==> src/rtl/cpu_types_pkg.sv <==
// Shared CPU types: register index type, hazard sequencer states and
// the bundle of latch controls the hazard sequencer produces each cycle.
package cpu_types_pkg;

    typedef logic [4:0] regbits_t;

    typedef enum logic [1:0] {
        HZ_RUN,
        HZ_MEMWAIT,
        HZ_DRAIN,
        HZ_HALTED
    } hzstate_t;

    // Drain counter must hold DRAIN_CYCLES-1 for the largest legal value (15)
    localparam int DRAIN_CNT_W = 4;

    typedef struct packed {
        logic pc_en;
        logic ifid_en;
        logic ifid_flush;
        logic idex_en;
        logic idex_flush;
        logic exmem_en;
        logic exmem_flush;
        logic memwb_en;
        logic memwb_flush;
    } hzctl_t;

endpackage

==> src/rtl/load_use_detect.sv <==
// Load-use hazard detector: the EX-stage load writes a register that the
// ID-stage instruction reads. Register 0 never creates a dependency.
module load_use_detect
    import cpu_types_pkg::*;
(
    input  logic     idex_dREN,
    input  regbits_t idex_rd,
    input  regbits_t ifid_rs1,
    input  regbits_t ifid_rs2,
    output logic     lu
);

    assign lu = idex_dREN && (idex_rd != '0) &&
                ((idex_rd == ifid_rs1) || (idex_rd == ifid_rs2));

endmodule

==> src/rtl/pipeline_hazard_ctrl.sv <==
// Per-core pipeline sequencer: stalls, flushes and bubbles the four pipeline
// latches and the PC, and drains then freezes the core after a halt.
// Optional feature macro HAZ_PERF_EN adds stall_cnt/flush_cnt perf counters.
module pipeline_hazard_ctrl
    import cpu_types_pkg::*;
#(
    parameter int DRAIN_CYCLES = 2
) (
    input  logic        CLK,
    input  logic        nRST,
    input  logic        ihit,
    input  logic        dhit,
    input  logic        exmem_dREN,
    input  logic        exmem_dWEN,
    input  logic        exmem_redirect,
    input  logic        idex_dREN,
    input  logic [4:0]  idex_rd,
    input  logic [4:0]  ifid_rs1,
    input  logic [4:0]  ifid_rs2,
    input  logic        memwb_halt,
    output logic        pc_en,
    output logic        ifid_en,
    output logic        ifid_flush,
    output logic        idex_en,
    output logic        idex_flush,
    output logic        exmem_en,
    output logic        exmem_flush,
    output logic        memwb_en,
    output logic        memwb_flush,
    output logic        halt_o
`ifdef HAZ_PERF_EN
    ,
    output logic [31:0] stall_cnt,
    output logic [31:0] flush_cnt
`endif
);

    localparam logic [DRAIN_CNT_W-1:0] DRAIN_INIT = DRAIN_CNT_W'(DRAIN_CYCLES - 1);

    hzstate_t               state_q, state_d;
    logic [DRAIN_CNT_W-1:0] drain_cnt_q, drain_cnt_d;
    hzctl_t                 ctl;
    logic                   lu;
    logic                   mstall;
    logic                   active;

    load_use_detect u_lu (
        .idex_dREN (idex_dREN),
        .idex_rd   (idex_rd),
        .ifid_rs1  (ifid_rs1),
        .ifid_rs2  (ifid_rs2),
        .lu        (lu)
    );

    assign mstall = (exmem_dREN | exmem_dWEN) & ~dhit;
    assign active = (state_q == HZ_RUN) || (state_q == HZ_MEMWAIT);

    // State and drain counter registers; reset always lands back in RUN
    always_ff @(posedge CLK or negedge nRST) begin
        if (!nRST) begin
            state_q     <= HZ_RUN;
            drain_cnt_q <= '0;
        end else begin
            state_q     <= state_d;
            drain_cnt_q <= drain_cnt_d;
        end
    end

    // Next-state: a halt reaching WB always wins over a pending memory stall
    always_comb begin
        state_d     = state_q;
        drain_cnt_d = drain_cnt_q;
        case (state_q)
            HZ_RUN: begin
                if (memwb_halt) begin
                    state_d     = HZ_DRAIN;
                    drain_cnt_d = DRAIN_INIT;
                end else if (mstall) begin
                    state_d = HZ_MEMWAIT;
                end
            end
            HZ_MEMWAIT: begin
                if (memwb_halt) begin
                    state_d     = HZ_DRAIN;
                    drain_cnt_d = DRAIN_INIT;
                end else if (dhit) begin
                    state_d = HZ_RUN;
                end
            end
            HZ_DRAIN: begin
                if (drain_cnt_q == '0) begin
                    state_d = HZ_HALTED;
                end else begin
                    drain_cnt_d = drain_cnt_q - 1'b1;
                end
            end
            default: begin
                state_d = HZ_HALTED;
            end
        endcase
    end

    // Latch control priority mux: dcache miss, redirect, load-use, icache miss
    always_comb begin
        ctl = '0;
        case (state_q)
            HZ_RUN, HZ_MEMWAIT: begin
                ctl.pc_en    = 1'b1;
                ctl.ifid_en  = 1'b1;
                ctl.idex_en  = 1'b1;
                ctl.exmem_en = 1'b1;
                ctl.memwb_en = 1'b1;
                if (mstall) begin
                    ctl.pc_en       = 1'b0;
                    ctl.ifid_en     = 1'b0;
                    ctl.idex_en     = 1'b0;
                    ctl.exmem_en    = 1'b0;
                    ctl.memwb_flush = 1'b1;
                end else if (exmem_redirect) begin
                    ctl.ifid_flush  = 1'b1;
                    ctl.idex_flush  = 1'b1;
                    ctl.exmem_flush = 1'b1;
                end else if (lu) begin
                    ctl.pc_en      = 1'b0;
                    ctl.ifid_en    = 1'b0;
                    ctl.idex_flush = 1'b1;
                end else if (!ihit) begin
                    ctl.pc_en      = 1'b0;
                    ctl.ifid_flush = 1'b1;
                end
            end
            HZ_DRAIN: begin
                ctl.ifid_en     = 1'b1;
                ctl.idex_en     = 1'b1;
                ctl.exmem_en    = 1'b1;
                ctl.memwb_en    = 1'b1;
                ctl.ifid_flush  = 1'b1;
                ctl.idex_flush  = 1'b1;
                ctl.exmem_flush = 1'b1;
            end
            default: begin
                ctl = '0;
            end
        endcase
    end

    // A held latch keeps its contents, so a flush only takes effect when enabled
    assign pc_en       = ctl.pc_en;
    assign ifid_en     = ctl.ifid_en;
    assign ifid_flush  = ctl.ifid_flush & ctl.ifid_en;
    assign idex_en     = ctl.idex_en;
    assign idex_flush  = ctl.idex_flush & ctl.idex_en;
    assign exmem_en    = ctl.exmem_en;
    assign exmem_flush = ctl.exmem_flush & ctl.exmem_en;
    assign memwb_en    = ctl.memwb_en;
    assign memwb_flush = ctl.memwb_flush & ctl.memwb_en;
    assign halt_o      = (state_q == HZ_HALTED);

`ifdef HAZ_PERF_EN
    logic [31:0] stall_cnt_q, stall_cnt_d;
    logic [31:0] flush_cnt_q, flush_cnt_d;

    // Perf counters advance only while the core runs; they freeze once draining
    always_comb begin
        stall_cnt_d = stall_cnt_q;
        flush_cnt_d = flush_cnt_q;
        if (active && !ctl.pc_en) begin
            stall_cnt_d = stall_cnt_q + 32'd1;
        end
        if (active && exmem_redirect) begin
            flush_cnt_d = flush_cnt_q + 32'd1;
        end
    end

    // Perf counter registers
    always_ff @(posedge CLK or negedge nRST) begin
        if (!nRST) begin
            stall_cnt_q <= '0;
            flush_cnt_q <= '0;
        end else begin
            stall_cnt_q <= stall_cnt_d;
            flush_cnt_q <= flush_cnt_d;
        end
    end

    assign stall_cnt = stall_cnt_q;
    assign flush_cnt = flush_cnt_q;
`else
    logic unused_active;
    assign unused_active = active;
`endif

endmodule

==> config.mk <==
export PLATFORM = sky130hd
export DESIGN_NAME = pipeline_hazard_ctrl
export DESIGN_NICKNAME = d
export VERILOG_FILES = /design/src/rtl/cpu_types_pkg.sv /design/src/rtl/load_use_detect.sv /design/src/rtl/pipeline_hazard_ctrl.sv
export SDC_FILE = /design/constraint.sdc
export NUM_CORES = 1
export LEC_CHECK = 0
export ABC_AREA = 1
export CAP_MARGIN = 20
export CORE_AREA = 2 2 39 41
export CTS_CLUSTER_SIZE = 40
export DETAILED_ROUTE_END_ITERATION = 8
export DIE_AREA = 0 0 41 43
export DONT_BUFFER_PORTS = 1
export GPL_TIMING_DRIVEN = 0
export HOLD_SLACK_MARGIN = 0.02
export PLACE_DENSITY_LB_ADDON = 0.2
export SETUP_SLACK_MARGIN = 0.3
export SYNTH_ARGS = -nofsm -noshare
export SYNTH_HDL_FRONTEND = slang
export SYNTH_SLANG_ARGS = --single-unit
==> constraint.sdc <==
create_clock -name CLK -period 1.5 [get_ports CLK]
set_clock_uncertainty 0.05 [all_clocks]
set_input_delay 0.3 -clock CLK [delete_from_list [all_inputs] [get_ports CLK]]
set_output_delay 0.3 -clock CLK [all_outputs]
set_load 0.05 [all_outputs]
Word level (Yosys, flattened, before mapping)
Index checks and enable logic that the tools add are counted.

Memory bits (writable): 0. Latch bits: 0. Bits in read-only memories: 0. Memories: 0. Input bits: 24. Register bits: 6. Output and inout bits: 10. Logic and storage cells: 58.

$lt $le $gt $ge: 0. Bitwise logic cells: 7. Muxes and demuxes: 28. Shift-type cells: 0. Divide/modulo/power cells: 0. Eq/ne operators: 10. $add $sub $neg: 1. Multiply operators: 0. Reductions and logical operators: 10.

Operators by type and width (count): $mux 1 (16); $mux 2 (7); $pmux 7 s2 (1); $eq 5x5->1 (2); $mux 4 (2); $pmux 4 s2 (1); $ne 3x3->1 const B (2); $pmux 2 s3 (1); $reduce_and 3->1 (2); $and 1x1->1 (5); $reduce_bool 5->1 (1); $eq 2x2->1 const B (2); $logic_not 4->1 (1); $ne 2x2->1 const B (2); $sub 4x1->4 const B (1); $eq 2x1->1 const B (1); $logic_and 1x1->1 (2); $logic_not 2->1 (1); $ne 2x1->1 const B (1); $reduce_bool 2->1 (1); $reduce_or 2->1 (1); $logic_or 1x1->1 (1); $not 1->1 (1); $or 1x1->1 (1).

Depth between registers and ports, before layout
Depth after elaboration: 8. Depth in mapped cells: 9. Gate-level depth less buffers: 9.

By module
From an unflattened synthesis, not the netlist that was laid out.

Cells, all modules: 111. Area total of the unflattened synthesis: 639.4 µm².

Modules (own cells, without submodules): pipeline_hazard_ctrl (sequential area each 150.1 µm², instances 1, cells an instance 66, area an instance 444.2 µm²); load_use_detect (sequential area each 0.0 µm², instances 1, cells an instance 45, area an instance 195.2 µm²).

Least setup slack after synthesis
OpenSTA, ideal clock, no wires.

Kind: input to output. Start: input idex_rd[2]. End: output idex_flush. Required time: 1150 ps. Slack: -656 ps. Buffers on the path: 0. Cell stages on the path: 8. Data arrival time: 1806 ps. Cells stage by stage: inv_1 > nand2_1 > nand2_1 > nor2_1 > nand3_1 > nand2_1 > nand2_1 > o21ai_0.

Cells in the longest elaborated chain, start to end: 8. Elaborated cells on any way between the ends: 11. Those cells by class: 2 x eq/ne; 4 x mux; 1 x bitwise; 4 x reduce/logical.

Ends and longest elaborated chain: start: declaration (RTL line pipeline_hazard_ctrl.sv:17) `input logic [4:0] idex_rd,`; $eq 5x5->1 / $reduce_bool 5->1 (equally long branches) (RTL line load_use_detect.sv:14, load_use_detect.sv:13); $logic_or 1x1->1 / $logic_and 1x1->1 (equally long branches) (RTL line load_use_detect.sv:14, load_use_detect.sv:13); $logic_and 1x1->1 (*) (RTL line load_use_detect.sv:13) `assign lu = idex_dREN && (idex_rd != '0) &&`; $mux 1 (*) (RTL line pipeline_hazard_ctrl.sv:123) `end else if (lu) begin`; $mux 1 (*) (RTL line pipeline_hazard_ctrl.sv:119) `end else if (exmem_redirect) begin`; $mux 1 (*) (RTL line pipeline_hazard_ctrl.sv:113) `if (mstall) begin`; $pmux 7 s2 (*) (RTL line pipeline_hazard_ctrl.sv:106) `case (state_q)`; $and 1x1->1 (*) (RTL line pipeline_hazard_ctrl.sv:152) `assign idex_flush = ctl.idex_flush & ctl.idex_en;`; end: declaration (RTL line pipeline_hazard_ctrl.sv:25) `output logic idex_flush,`.

Mark *: on every way between the ends. The rest lies on a longest branch, timed or not.

Worst setup path in the final report
Start: register state_q[0]. End: output ifid_flush.

Cells in the longest elaborated chain, start to end: 4. Elaborated cells on any way between the ends: 6. Those cells by class: 2 x eq/ne; 1 x mux; 1 x bitwise; 2 x reduce/logical.

Ends and longest elaborated chain: start: declaration (RTL line pipeline_hazard_ctrl.sv:40) `hzstate_t state_q, state_d;`; start signal: assignment (RTL line pipeline_hazard_ctrl.sv:64) `state_q <= state_d;`; $eq 2x1->1 / $logic_not 2->1 (equally long branches) (RTL line pipeline_hazard_ctrl.sv:106); $reduce_or 2->1 (no line); $pmux 7 s2 (*) (RTL line pipeline_hazard_ctrl.sv:106); $and 1x1->1 (*) (RTL line pipeline_hazard_ctrl.sv:150) `assign ifid_flush = ctl.ifid_flush & ctl.ifid_en;`; end: declaration (RTL line pipeline_hazard_ctrl.sv:23) `output logic ifid_flush,`.

Marks and branches as above.

==> reports/metrics.sh <==
FINAL_MIN_PERIOD_OVER_CLOCK_PERIOD_PCT=124
DETAILEDPLACEMENTHPWL_MICRONS=1110
LAYOUT_NETS=151
CHIPHEIGHT_MICRONS=43
TIMING.FINAL.WS_SETUP_NS=-0.367
POST-ROUTE-UTIL_PCT=62.1
DRTANTENNAVIOLNETS=0
SYNTH_WARNINGS=0
TIMING_MAX_TRANSITION_VIOLATIONS_FINAL=0
PATH_COMMON_CELL='nor2_4'
TIMING.REG2REG.SETUP_SLACK_NS=0.20
SYN_TO_FINAL_GROWTH_PCT=38.0
CTS_MAX_LEVEL=1
TRANSITION_TIME_OF_THE_TIGHTEST_SLEW_CHECK_PIN_NS=0.573
DESIGN.DIE.AREA_SQ_MM=0.00176
POST_DP_CELL_AREA_SQ_UM=691
WL_PER_CELL_MICRONS=11.0
NETLIST_TOP_CELLS_AREA='dfrtp_1, nand2_1, inv_1'
AREA_SHARE_OF_THE_LEADING_CELL_TYPE_IN_THE_SYNTHESIZED_NETLIST_PCT=24.1
CRIT_BUF_INV=2
WORSTHOLDSTART='memwb_halt'
RATIO_OF_CELLS_WITH_DRIVE_ABOVE_1_IN_THE_FINAL_LAYOUT_PCT=30.9
CRITICAL_PATH.TOP_DELAY_FAMILY='simple AND/OR/NAND/NOR gates'
CLK_TRANSITION_REPORTED_PATHS_NS=0.05
SYNTH.LARGEST_AREA_CELL='dfrtp_1'
MAXIMUM_SINGLE_STAGE_DELAY_ON_THE_CRITICAL_PATH_NS=0.44
WORST_R2R_STARTPOINT='state_q[0]'
SYN_NETS=137
DRT-INITIAL-DRC-COUNT=8
VIOLATIONS='negative setup slack'
DIE-WIDTH_MICRONS=41
LAYOUT.CELLS.MOST_COMMON_LIST='nand2_1, inv_1, nor2_1, nand3_1, buf_4'
STATIC-LEAKAGE-POWER_uW=0.000466
HOLD_VIOLATIONS=0
COUNT_OF_TRITONROUTE_ITERATIONS_IN_THE_FIRST_ROUTING_PASS=4
GRT.OVERFLOW.TOTAL=0
DPL.CELL_COUNT=127
FILLER_CELL_COUNT=137
YS_FF_LATCH=6
TIMING.SETUP.CRITICAL_PATH_CLASS='flip-flop to output pin'
GRT_MAX_DEGREE=7
POWER_DENSITY_mW_PER_MM2=855
CLOCK-SINKS=6
ROOT_BUFFER='clkbuf_4'
STDCELL_COUNT=139
CTSLONGESTPATHBUFFERS=2
RSZ0062_AT_GRT='yes'
CRITICAL_PATH_ARRIVAL_NS=1.52
LAYOUT.CELLS.MOST_COMMON='nand2_1'
COMBINED_AREA_OF_THE_MULTI_INPUT_LOGIC_CELLS_SQ_UM=473
FIN_AREA_SQ_UM=860
WORST_HOLD_PATH.NUM_CELLS=2
HOLD_CRITICAL_PATH_ENDPOINT='state_q[1]'
SYNTH.YOSYS.SEQ_AREA_SHARE_PCT=24.1
STANDARD_CELL_WITH_THE_MAXIMUM_STAGE_DELAY_ON_THE_CRITICAL_PATH='dfrtp_2'
RUN_STATUS='complete, but fails checks'
IO_PINS=34
DP_SLACK_NS=-0.196
TOTALNEGATIVESETUPSLACK_NS=-1.76
CRIT_FANOUT=4
CTS_MADE_BUFFERS=3
TOTAL_SETUP_VIOLATIONS_REPORTED_AT_THE_END_OF_THE_FLOW=8
GLOBALROUTETOTALUTIL_PCT=18.4
SYN_AREA_SQ_UM=623
PERIOD_NEEDED_NS=1.87
ANTENNA_VIOLATIONS_BEFORE_REPAIR=0
SYNTHESIZED_INSTANCE_COUNT=111
YOSYS.CELL_TYPES.COUNT=18
CRIT_PATH_CELL_TRACE='nor2_4, inv_4, nand2_8, o21ai_4, nand2_1, inv_2, nor2_4'
MAX_SLEW_HEADROOM_PCT=61.8
ROUTED-VIA-COUNT=693
WORSTREG2REGEND='drain_cnt_q[3]'
DRT-VIAS-PER-INSTANCE=4.99
CTS_TREE='done'
ANTENNA_CELLS=0
WORSTHOLDPATHTYPE='input port to flip-flop'
DRV_CAP=0
PLACEMENT_ROWS=14
POST-ROUTE-DRC-COUNT=0
GRT_FIRST_PASS_WIRELENGTH_MICRONS=2290
ACHIEVABLE-FREQUENCY_GHz=0.536
VDD_IR_DROP_MAX_mV=0.337
FIRST_GLOBAL_VIAS=636
WL_MICRONS=1530
ENDPOINT_KIND='output pin'
CP.REQUIRED_NS=1.15
FINALWEIGHTEDCONGESTION=0.668
IO_BUFFER_COUNT=0
STARTING_DENSITY_OF_THE_CORE_PCT=45.0
INSERTION_DELAY_NS=0.25
FLOORPLAN.CORE_AREA_SQ_MM=0.00138
WORST_SETUP_PATH_START_KIND='flip-flop'
SEQUENTIAL_AREA_SQ_UM=151
SYNTH_AREA_PER_CELL_SQ_UM=5.61
FF2FF_PATH_DEPTH=6
[Yosys cell counts]
master	number
inv_1	25
and3_1	1
o21ai_0	7
nand2_2	1
dfrtp_1	6
o21ai_1	1
nand3_1	9
o21ai_2	1
ha_1	2
nor2_4	1
inv_2	2
nor2_2	1
xnor2_1	2
buf_4	1
nand4_1	1
nor2_1	11
a21oi_1	3
nand2_1	36
[where the power goes]
group	leakage (uW)	internal, uW	switching, uW
logic	0.000385	151	196
registers	0.0000671	216	23.5
clock network	0.0000138	90.5	59.1
total	0.000466	457	278
[cell families (layout without fill, tap and decap cells)]
group,Yosys count,after routing,share of synthesized area [%]
simple gates,61,61,41.4
buf+inv,28,40,17.5
compound gates,12,12,10.2
flops,6,6,24.1
fa+ha+maj,2,2,4.02
xor+xnor,2,2,2.81
[stage by stage]
stage	hold WS [ns]	power [uW]
CTS	0.134	622
global placement	-0.0455	428
detailed placement	-0.0454	436
global route	0.118	790
finish	0.111	735
floorplan	-0.0456	397
[flip-flops by register name, summed over array words and instances, names as in the netlist]
| register | count |
|---|---|
| drain_cnt_q | 4 |
| state_q | 2 |
[cell type report]
type / instances / share of cell area (%)
flip-flops and latches: 6 / 17.6
clock buffers: 3 / 2.62
repair buffers: 9 / 8.59
multi-input cells: 77 / 55.0
well taps: 16 / 2.33
plain buffers: 1 / 1.31
inverters: 27 / 12.5
[routing by layer]
metal | vias up | share of wire [%] | global-route usage (%)
met1 | 313 | 40 | 21.2
met5 | - | 0 | 0
met2 | 24 | 54 | 30.0
met3 | 2 | 5.7 | 4.71
met4 | 0 | 0.65 | 8.00
li1 | 354 | - | -
[worst max-delay path by stage]
stage          cells after the start        from  slack [ns]          to
2_1_floorplan                      8  state_q[1]       -0.09  ifid_flush
6_report                           7  state_q[0]       -0.37  ifid_flush
3_5_place_dp                       8  state_q[1]       -0.20  ifid_flush
5_1_grt                            7  state_q[1]       -0.43  ifid_flush
3_3_place_gp                       8  state_q[1]       -0.18  ifid_flush
4_1_cts                            8  state_q[1]       -0.39  ifid_flush
[what timing repair did]
item                                   4_1_cts  5_1_grt
setup endpoints to repair                   13       15
resized for setup                            9       17
endpoints found under the hold margin        6        0
pin swaps                                    6        8
buffers inserted                             6        2
hold buffers                                 1        0
(Power assumes the default switching activity.)
